$ cat config.mk
export PLATFORM = sky130hd
export DESIGN_NAME = fft_frame_arbiter
export DESIGN_NICKNAME = d
export VERILOG_FILES = /design/src/rtl/fft_frame_arbiter.sv
export SDC_FILE = /design/constraint.sdc
export NUM_CORES = 1
export LEC_CHECK = 0
export ABC_AREA = 1
export CAP_MARGIN = 20
export CORE_MARGIN = 2
export CORE_UTILIZATION = 43
export DETAILED_ROUTE_END_ITERATION = 7
export GPL_ROUTABILITY_DRIVEN = 0
export PLACE_DENSITY = 0.78
export SLEW_MARGIN = 40
export SYNTH_ARGS = -nofsm -noshare
export SYNTH_HDL_FRONTEND = slang
export SYNTH_SLANG_ARGS = --single-unit
$ cat constraint.sdc
create_clock -name CLK -period 5.7 [get_ports CLK]
set_input_delay 1.14 -clock CLK [delete_from_list [all_inputs] [get_ports CLK]]
set_output_delay 1.14 -clock CLK [all_outputs]
set_load 0.02 [all_outputs]
$ cat src/rtl/fft_frame_arbiter.sv
// rtl/fft_frame_arbiter.sv - frame-granular two-channel arbiter and output tagger for a shared FFT core
// Optional feature macro: FFT_ARB_FIXED_PRIO_EN (ch0 always wins simultaneous requests).
module fft_frame_arbiter #(
  parameter int FFT_STAGE = 11,
  parameter int DW        = 12,
  parameter int MIN_GAP   = 0,
  parameter int TAG_DEPTH = 4
) (
  input  logic          CLK,
  input  logic          RSTN,
  input  logic          S0_VALID,
  output logic          S0_READY,
  input  logic [DW-1:0] S0_REAL,
  input  logic [DW-1:0] S0_IMAG,
  input  logic          S1_VALID,
  output logic          S1_READY,
  input  logic [DW-1:0] S1_REAL,
  input  logic [DW-1:0] S1_IMAG,
  output logic          CORE_IEN,
  output logic [DW-1:0] CORE_IREAL,
  output logic [DW-1:0] CORE_IIMAG,
  input  logic          CORE_OEN,
  output logic          O_CH,
  output logic          O_SOF,
  output logic          O_EOF,
  output logic          UNDERRUN,
  output logic          TAG_ERR
);
  localparam int TW = (TAG_DEPTH > 1) ? $clog2(TAG_DEPTH) : 1;
  localparam int GW = (MIN_GAP > 2) ? $clog2(MIN_GAP) : 1;
  localparam logic [TW:0]   TAG_FULL_CNT = (TW+1)'(TAG_DEPTH);
  localparam logic [GW-1:0] GAP_LAST     = GW'(MIN_GAP - 1);

  typedef enum logic [1:0] {IDLE, STREAM, GAP} state_t;

  state_t               state, state_nxt;
  logic [FFT_STAGE-1:0] cnt;
  logic [GW-1:0]        gap_cnt;
  logic                 gnt_ch;
  logic                 any_req, win_ch, grant, cnt_last;
  logic                 gnt_valid;
  logic [DW-1:0]        gnt_real, gnt_imag;

  logic [TAG_DEPTH-1:0] tag_mem;
  logic [TW-1:0]        wr_ptr, rd_ptr;
  logic [TW:0]          tag_cnt;
  logic                 tag_full, tag_empty, tag_pop;
  logic [FFT_STAGE-1:0] oen_cnt;

  assign any_req  = S0_VALID | S1_VALID;
  assign cnt_last = &cnt;

`ifdef FFT_ARB_FIXED_PRIO_EN
  assign win_ch = ~S0_VALID;
`else
  logic rr_ptr;
  // rr_ptr holds the last granted channel; the other one wins a tie
  assign win_ch = (S0_VALID & S1_VALID) ? ~rr_ptr : ~S0_VALID;

  // Round-robin pointer follows every grant
  always_ff @(posedge CLK) begin
    if (!RSTN)      rr_ptr <= 1'b1;
    else if (grant) rr_ptr <= win_ch;
  end
`endif

  assign gnt_valid = gnt_ch ? S1_VALID : S0_VALID;
  assign gnt_real  = gnt_ch ? S1_REAL  : S0_REAL;
  assign gnt_imag  = gnt_ch ? S1_IMAG  : S0_IMAG;
  assign S0_READY  = (state == STREAM) & ~gnt_ch;
  assign S1_READY  = (state == STREAM) &  gnt_ch;

  // Next-state and grant decision; a grant is also the tag push
  always_comb begin
    state_nxt = state;
    grant     = 1'b0;
    case (state)
      IDLE: begin
        if (any_req && !tag_full) begin
          grant     = 1'b1;
          state_nxt = STREAM;
        end
      end
      STREAM: begin
        if (cnt_last) begin
          if (MIN_GAP > 0)                state_nxt = GAP;
          else if (any_req && !tag_full)  grant     = 1'b1;
          else                            state_nxt = IDLE;
        end
      end
      GAP: begin
        if (gap_cnt == GAP_LAST) state_nxt = IDLE;
      end
      default: state_nxt = IDLE;
    endcase
  end

  // State, frame counters and the registered core input stage
  always_ff @(posedge CLK) begin
    if (!RSTN) begin
      state      <= IDLE;
      cnt        <= '0;
      gap_cnt    <= '0;
      gnt_ch     <= 1'b0;
      CORE_IEN   <= 1'b0;
      CORE_IREAL <= '0;
      CORE_IIMAG <= '0;
      UNDERRUN   <= 1'b0;
    end else begin
      state <= state_nxt;
      if (grant) begin
        gnt_ch <= win_ch;
        cnt    <= '0;
      end else if (state == STREAM) begin
        cnt <= cnt + 1'b1;
      end
      gap_cnt <= (state == GAP) ? gap_cnt + 1'b1 : '0;
      if (state == STREAM) begin
        CORE_IEN <= 1'b1;
        if (gnt_valid) begin
          CORE_IREAL <= gnt_real;
          CORE_IIMAG <= gnt_imag;
        end else begin
          // keep the frame length fixed: inject a zero sample instead
          CORE_IREAL <= '0;
          CORE_IIMAG <= '0;
          UNDERRUN   <= 1'b1;
        end
      end else begin
        CORE_IEN   <= 1'b0;
        CORE_IREAL <= '0;
        CORE_IIMAG <= '0;
      end
    end
  end

  assign tag_full  = (tag_cnt == TAG_FULL_CNT);
  assign tag_empty = (tag_cnt == '0);
  assign tag_pop   = CORE_OEN & (&oen_cnt) & ~tag_empty;

  // In-order channel tag FIFO plus the output sample counter
  always_ff @(posedge CLK) begin
    if (!RSTN) begin
      tag_mem <= '0;
      wr_ptr  <= '0;
      rd_ptr  <= '0;
      tag_cnt <= '0;
      oen_cnt <= '0;
      TAG_ERR <= 1'b0;
    end else begin
      if (grant) begin
        tag_mem[wr_ptr] <= win_ch;
        wr_ptr          <= wr_ptr + 1'b1;
      end
      if (tag_pop) rd_ptr <= rd_ptr + 1'b1;
      if (grant && !tag_pop)      tag_cnt <= tag_cnt + 1'b1;
      else if (!grant && tag_pop) tag_cnt <= tag_cnt - 1'b1;
      if (CORE_OEN) oen_cnt <= oen_cnt + 1'b1;
      if (CORE_OEN && tag_empty) TAG_ERR <= 1'b1;
    end
  end

  assign O_CH  = CORE_OEN & ~tag_empty & tag_mem[rd_ptr];
  assign O_SOF = CORE_OEN & (oen_cnt == '0);
  assign O_EOF = CORE_OEN & (&oen_cnt);

endmodule

==> results.json, run 1 <==
{
  "cp_cell_sequence": "clkdlybuf4s50_1 -> nand3_1 -> inv_2 -> nand2_2 -> nor2_4 -> nand2_1 -> inv_1 -> clkdlybuf4s50_1",
  "post_cts_buffers": 0,
  "p_leak_nw": 1.53,
  "htree_levels": 3,
  "status": "completed",
  "hold_slack_ns": 0.465,
  "clock_sinks": 63,
  "die_h_um": 83.6,
  "synth_area_per_cell_sq_um": 7.66,
  "placed_area_sq_mm": 0.00359,
  "ys_seq_area_share_pct": 46.2,
  "cts_buffers": 9,
  "core-area_sq_mm": 0.00624,
  "fill_cells": 551,
  "ant_nets": 0,
  "drt-initial-drc-count": 116,
  "ctsResizeCount": 0,
  "period_share_pct": 73.0,
  "port_buffers": 84,
  "grtUsageMet2_pct": 32.2,
  "worst_ir_drop_vdd_v": 0.000193,
  "endpoint_kind": "primary output",
  "cp-start-kind": "input port",
  "total_power_mw": 1.04,
  "dp_slack_ns": 1.55,
  "hp-class": "reg2reg",
  "yosys_warnings": 0,
  "clockBufferDepth": 2,
  "fp.dieArea_sq_mm": 0.00700,
  "cts_tree": "built",
  "drc": 0,
  "crit_type": "in2out",
  "avgRoutedWirePerCell_um": 12.3,
  "postLayoutCoreUtil_pct": 60.5,
  "synth_fp_nets": 418,
  "synth_edf_count": 0,
  "maxCapViolations": 0,
  "grt_max_degree": 30,
  "cpMaxStageDelayCell": "clkdlybuf4s50_1",
  "critical-path-top-delay-family": "buffers and inverters",
  "post_route_cells_drive_above_1_share_pct": 6.82,
  "cp_slowest_stage_delay_ns": 0.65,
  "grt_most_used_layer": "met2",
  "power_density_mw_per_mm2": 276,
  "ys_ff_latch": 63,
  "fin_cells": 517,
  "ys.flop_type": "dfxtp_1",
  "worst_slack_ns": 1.54,
  "worst_skew_pair.late_latency_ns": 0.33,
  "crit_required_ns": 4.56,
  "grt_pass1_vias": 2401,
  "drv_slew": 0,
  "antenna_found_initial": 0,
  "grt.overflow.total": 0,
  "slew_headroom_pct": 51.5,
  "tns_ns": 0,
  "worst_pin_slew_ns": 0.725,
  "report.final.setup_viol": 0,
  "syn_area_sq_mm": 0.00273,
  "fin_skew_ns": 0.00558,
  "post_drt_via_cell_ratio": 4.82,
  "layout.nets": 500,
  "rows": 29,
  "crit_path_frequent_cell": "clkdlybuf4s50_1",
  "area_growth_pct": 38.5,
  "diodes": 0,
  "fin_area_sq_mm": 0.00378,
  "start_util_pct": 43.7,
  "grtUsageMet3_pct": 6.03,
  "ys_async_sr_fraction_pct": 0,
  "place_inst": 504,
  "cts_root_buffer": "clkbuf_8",
  "cts_hold_buf": 0,
  "grt_use_total_pct": 19.0,
  "dpl.hpwl_um": 4630,
  "cp.arrival_ns": 3.02,
  "clk_pin_slew_ns": 0.06,
  "cp_max_fo": 10,
  "die_w_um": 83.6,
  "syn_inst": 356,
  "synth_cell_type_count": 30,
  "max_freq_mhz": 240,
  "period_minus_slack_ns": 4.16,
  "final_hold_viol_count": 0,
  "cp_num_buf_inv": 4,
  "first_pass_iters": 5,
  "io_pins": 85,
  "vias": 2490,
  "rsz0062_at_grt": "no",
  "use_met1_pct": 22.5,
  "drt-total-wl_um": 6340,
  "grt_pass1_wl_um": 10800
}
## registers in the layout, summed over array words and instances (netlist names)
register	cells
CORE_IEN	1
wr_ptr	2
gnt_ch	1
rr_ptr	1
TAG_ERR	1
tag_cnt	3
state	1
CORE_IREAL	12
rd_ptr	2
oen_cnt	11
tag_mem	4
CORE_IIMAG	12
UNDERRUN	1
cnt	11
## worst reg2reg max path: stages, from the launching register on
cell and delay [ns]:
dfxtp_1 0.38, ha_1 0.19, inv_1 0.04, nor2_1 0.15, nand3_2 0.13, nand2_4 0.14, nand2_4 0.09, clkinv_2 0.09
ha_1 0.14, inv_1 0.06, fa_1 0.38, a21oi_1 0.14, o21ai_0 0.11, o21ai_0 0.15, a21oi_1 0.05
## power by group
part	internal (mW)	total [mW]	switching, mW
logic	0.0868	0.182	0.0956
clock network	0.219	0.373	0.154
registers	0.465	0.488	0.0234
## metal layers
metal / vias up / wire [um]
met5: - / 0
met4: 0 / 138
met3: 13 / 320
met2: 61 / 3150
met1: 1120 / 2720
li1: 1296 / -
## logic make-up after synthesis
kind of cell / after synthesis / synth area share [%]
XOR/XNOR: 11 / 3.53
AND/OR/NAND/NOR: 160 / 25.8
adder cells (fa/ha/maj): 9 / 4.40
flip-flops: 63 / 46.2
buffers and inverters: 51 / 8.07
AO/OA/AOI/OAI: 62 / 11.9
## area by class of cell
cell class / instances / area (sq um) / area share (%)
clock buffer: 12 / 155 / 4.11
clock inverter: 1 / 30.0 / 0.795
inverter: 38 / 144 / 3.81
multi-input combinational: 242 / 1250 / 33.1
sequential: 63 / 1260 / 33.4
tap: 77 / 96.3 / 2.55
timing repair buffer: 84 / 841 / 22.3
## cell usage after synthesis, drive strengths merged (5+ instances only)
master	number	area, sq um
dfxtp	63	1260
xor2	6	52.6
a21oi	42	214
nand4	6	37.5
nand3	17	90.1
nor2	46	195
o21ai	15	75.1
ha	8	100
clkbuf	5	18.8
inv	37	139
xnor2	5	43.8
buf	8	57.6
nand2	86	353
## final timing paths
| kind | from | to | slack, ns | cells after the start |
|---|---|---|---|---|
| setup / recovery | CORE_OEN | O_EOF | 1.54 | 8 |
| hold / removal | TAG_ERR | TAG_ERR | 0.46 | 2 |
| hold reg to reg | TAG_ERR | TAG_ERR | 0.46 | 2 |
| setup reg to reg | cnt[0] | tag_cnt[2] | 3.34 | 14 |
## layout by cell type, fill, tap and decap left out, types with 4 or more instances in the layout
cell             synthesis  routed
ha_1                     8       8
nand4_1                  6       6
clkdlybuf4s50_1          0      84
nand2_1                 80      79
clkbuf_8                 0      11
nand2_2                  3       4
nand3_1                 16      16
o21ai_0                 15      15
nor2_1                  41      41
inv_1                   35      35
xnor2_1                  5       5
a21oi_1                 41      41
xor2_1                   6       6
dfxtp_1                 63      62
(Power assumes the default switching activity.)
==> run 2: changes to the inputs <==
clock period = 4.2 ns   (was 5.7 ns; I/O delays follow)
==> results.json, run 2 (synthesis gave the netlist of run 1 again) <==
{
  "status": "completed",
  "worst_skew_pair.late_latency_ns": 0.33,
  "grt_use_total_pct": 18.9,
  "period_minus_slack_ns": 3.54,
  "crit_path_frequent_cell": "clkdlybuf4s50_1",
  "worst_ir_drop_vdd_v": 0.000280,
  "clockBufferDepth": 2,
  "drt-total-wl_um": 6410,
  "fin_skew_ns": 0.00630,
  "rrSetupSlack_ns": 1.83,
  "diodes": 0,
  "cp_cell_sequence": "clkdlybuf4s50_1 -> nand3_1 -> inv_2 -> nand2_2 -> nor2_4 -> nand2_1 -> inv_1 -> clkdlybuf4s50_1",
  "htree_levels": 3,
  "die_h_um": 83.6,
  "rsz0062_at_grt": "no",
  "hp-class": "reg2reg",
  "drt-initial-drc-count": 124,
  "fp.dieArea_sq_mm": 0.00700,
  "crit_type": "in2out",
  "antenna_found_initial": 0,
  "first_pass_iters": 4,
  "start_util_pct": 43.7,
  "min_from": "UNDERRUN",
  "slew_headroom_pct": 67.9,
  "io_pins": 85,
  "p_leak_nw": 1.56,
  "core-area_sq_mm": 0.00624,
  "worst_pin_slew_ns": 0.479,
  "report.final.setup_viol": 0,
  "cp_max_fo": 10,
  "final_hold_viol_count": 0,
  "rows": 29,
  "cts_tree": "built",
  "area_growth_pct": 39.9,
  "hold_slack_ns": 0.456,
  "fill_cells": 545,
  "post_drt_via_cell_ratio": 4.80,
  "grt_pass1_wl_um": 10700,
  "cp_slowest_stage_delay_ns": 0.63,
  "avgRoutedWirePerCell_um": 12.3,
  "final_cell_mix": "clkdlybuf4s50_1 (84), nand2_1 (79), dfxtp_1 (63)",
  "cts_buffers": 9,
  "hold_depth": 2,
  "crit_required_ns": 3.36,
  "cp-start-kind": "input port",
  "dpl.hpwl_um": 4530,
  "clk_pin_slew_ns": 0.06,
  "port_buffers": 84,
  "total_power_mw": 1.45,
  "grt_max_degree": 30,
  "max_freq_mhz": 282,
  "ant_nets": 0,
  "tns_ns": 0,
  "hold-path-endpoint": "UNDERRUN",
  "cts_root_buffer": "clkbuf_8",
  "setup.worst_path.start": "CORE_OEN",
  "postLayoutCoreUtil_pct": 61.1,
  "reg_top3": "CORE_IIMAG: 12 flops, CORE_IREAL: 12 flops",
  "endpoint_kind": "primary output",
  "grt.overflow.total": 0,
  "ctsResizeCount": 0,
  "layout.nets": 502,
  "cpMaxStageDelayCell": "clkdlybuf4s50_1",
  "cp.arrival_ns": 2.70,
  "maxCapViolations": 0,
  "period_share_pct": 84.3,
  "reg2reg_depth": 14,
  "final_common_cell": "clkdlybuf4s50_1",
  "clock_sinks": 63,
  "vias": 2504,
  "drv_slew": 0,
  "drc": 0,
  "rr_endpoint": "tag_cnt[2]",
  "r2r-start": "cnt[0]",
  "post_route_cells_drive_above_1_share_pct": 7.64,
  "grt_pass1_vias": 2390,
  "post_cts_buffers": 0,
  "power_density_mw_per_mm2": 381,
  "cts_hold_buf": 0,
  "die_w_um": 83.6
}
-- run 2: cell count changes in the layout (fill, tap and decap cells not counted), sizes merged --
cell and delta:
clkbuf +1, buf +2, clkinv +2
-- run 2: layout make-up --
class	count	area [sq um]	share of cell area, %
clock buffer	13	169	4.43
multi-input combinational	242	1250	32.7
clock inverter	3	40.0	1.05
tap	77	96.3	2.53
inverter	38	144	3.77
timing repair buffer	86	856	22.4
sequential	63	1260	33.1
-- run 2: how the worst max path moves through the flow --
stage / to / slack [ns] / depth (start not counted)
floorplan: O_SOF / 1.69 / 3
global placement: O_EOF / 0.68 / 8
detailed placement: O_EOF / 0.65 / 8
CTS: O_EOF / 0.64 / 8
global route: O_EOF / 0.51 / 8
finish: O_EOF / 0.66 / 8
-- run 2: layer usage --
layer / track usage (%) / wire (um) / vias up
li1: - / - / 1304
met1: 22.0 / 2720 / 1117
met5: 0 / 0 / -
met4: 9.68 / 95 / 0
met2: 31.7 / 3240 / 75
met3: 5.44 / 353 / 8
-- run 2: worst max-delay path, delay by kind of cell --
family,cells,cell delay (ns)
buffers and inverters,4,1.43
AND/OR/NAND/NOR,4,0.43
-- run 2: metrics by stage --
| step | cells | setup WS [ns] | instance area [sq um] |
|---|---|---|---|
| after floorplan | 356 | 1.69 | 2730 |
| after global placement | 506 | 0.684 | 3600 |
| after detailed placement | 506 | 0.648 | 3600 |
| after CTS | 522 | 0.641 | 3810 |
| after global routing | 522 | 0.506 | 3810 |
| final | 522 | 0.658 | 3810 |
-- run 2: where the power goes --
part / internal [mW] / total (mW) / switching (mW)
logic: 0.119 / 0.258 / 0.139
clock network: 0.321 / 0.541 / 0.220
registers: 0.631 / 0.653 / 0.0224
total: 1.07 / 1.45 / 0.381
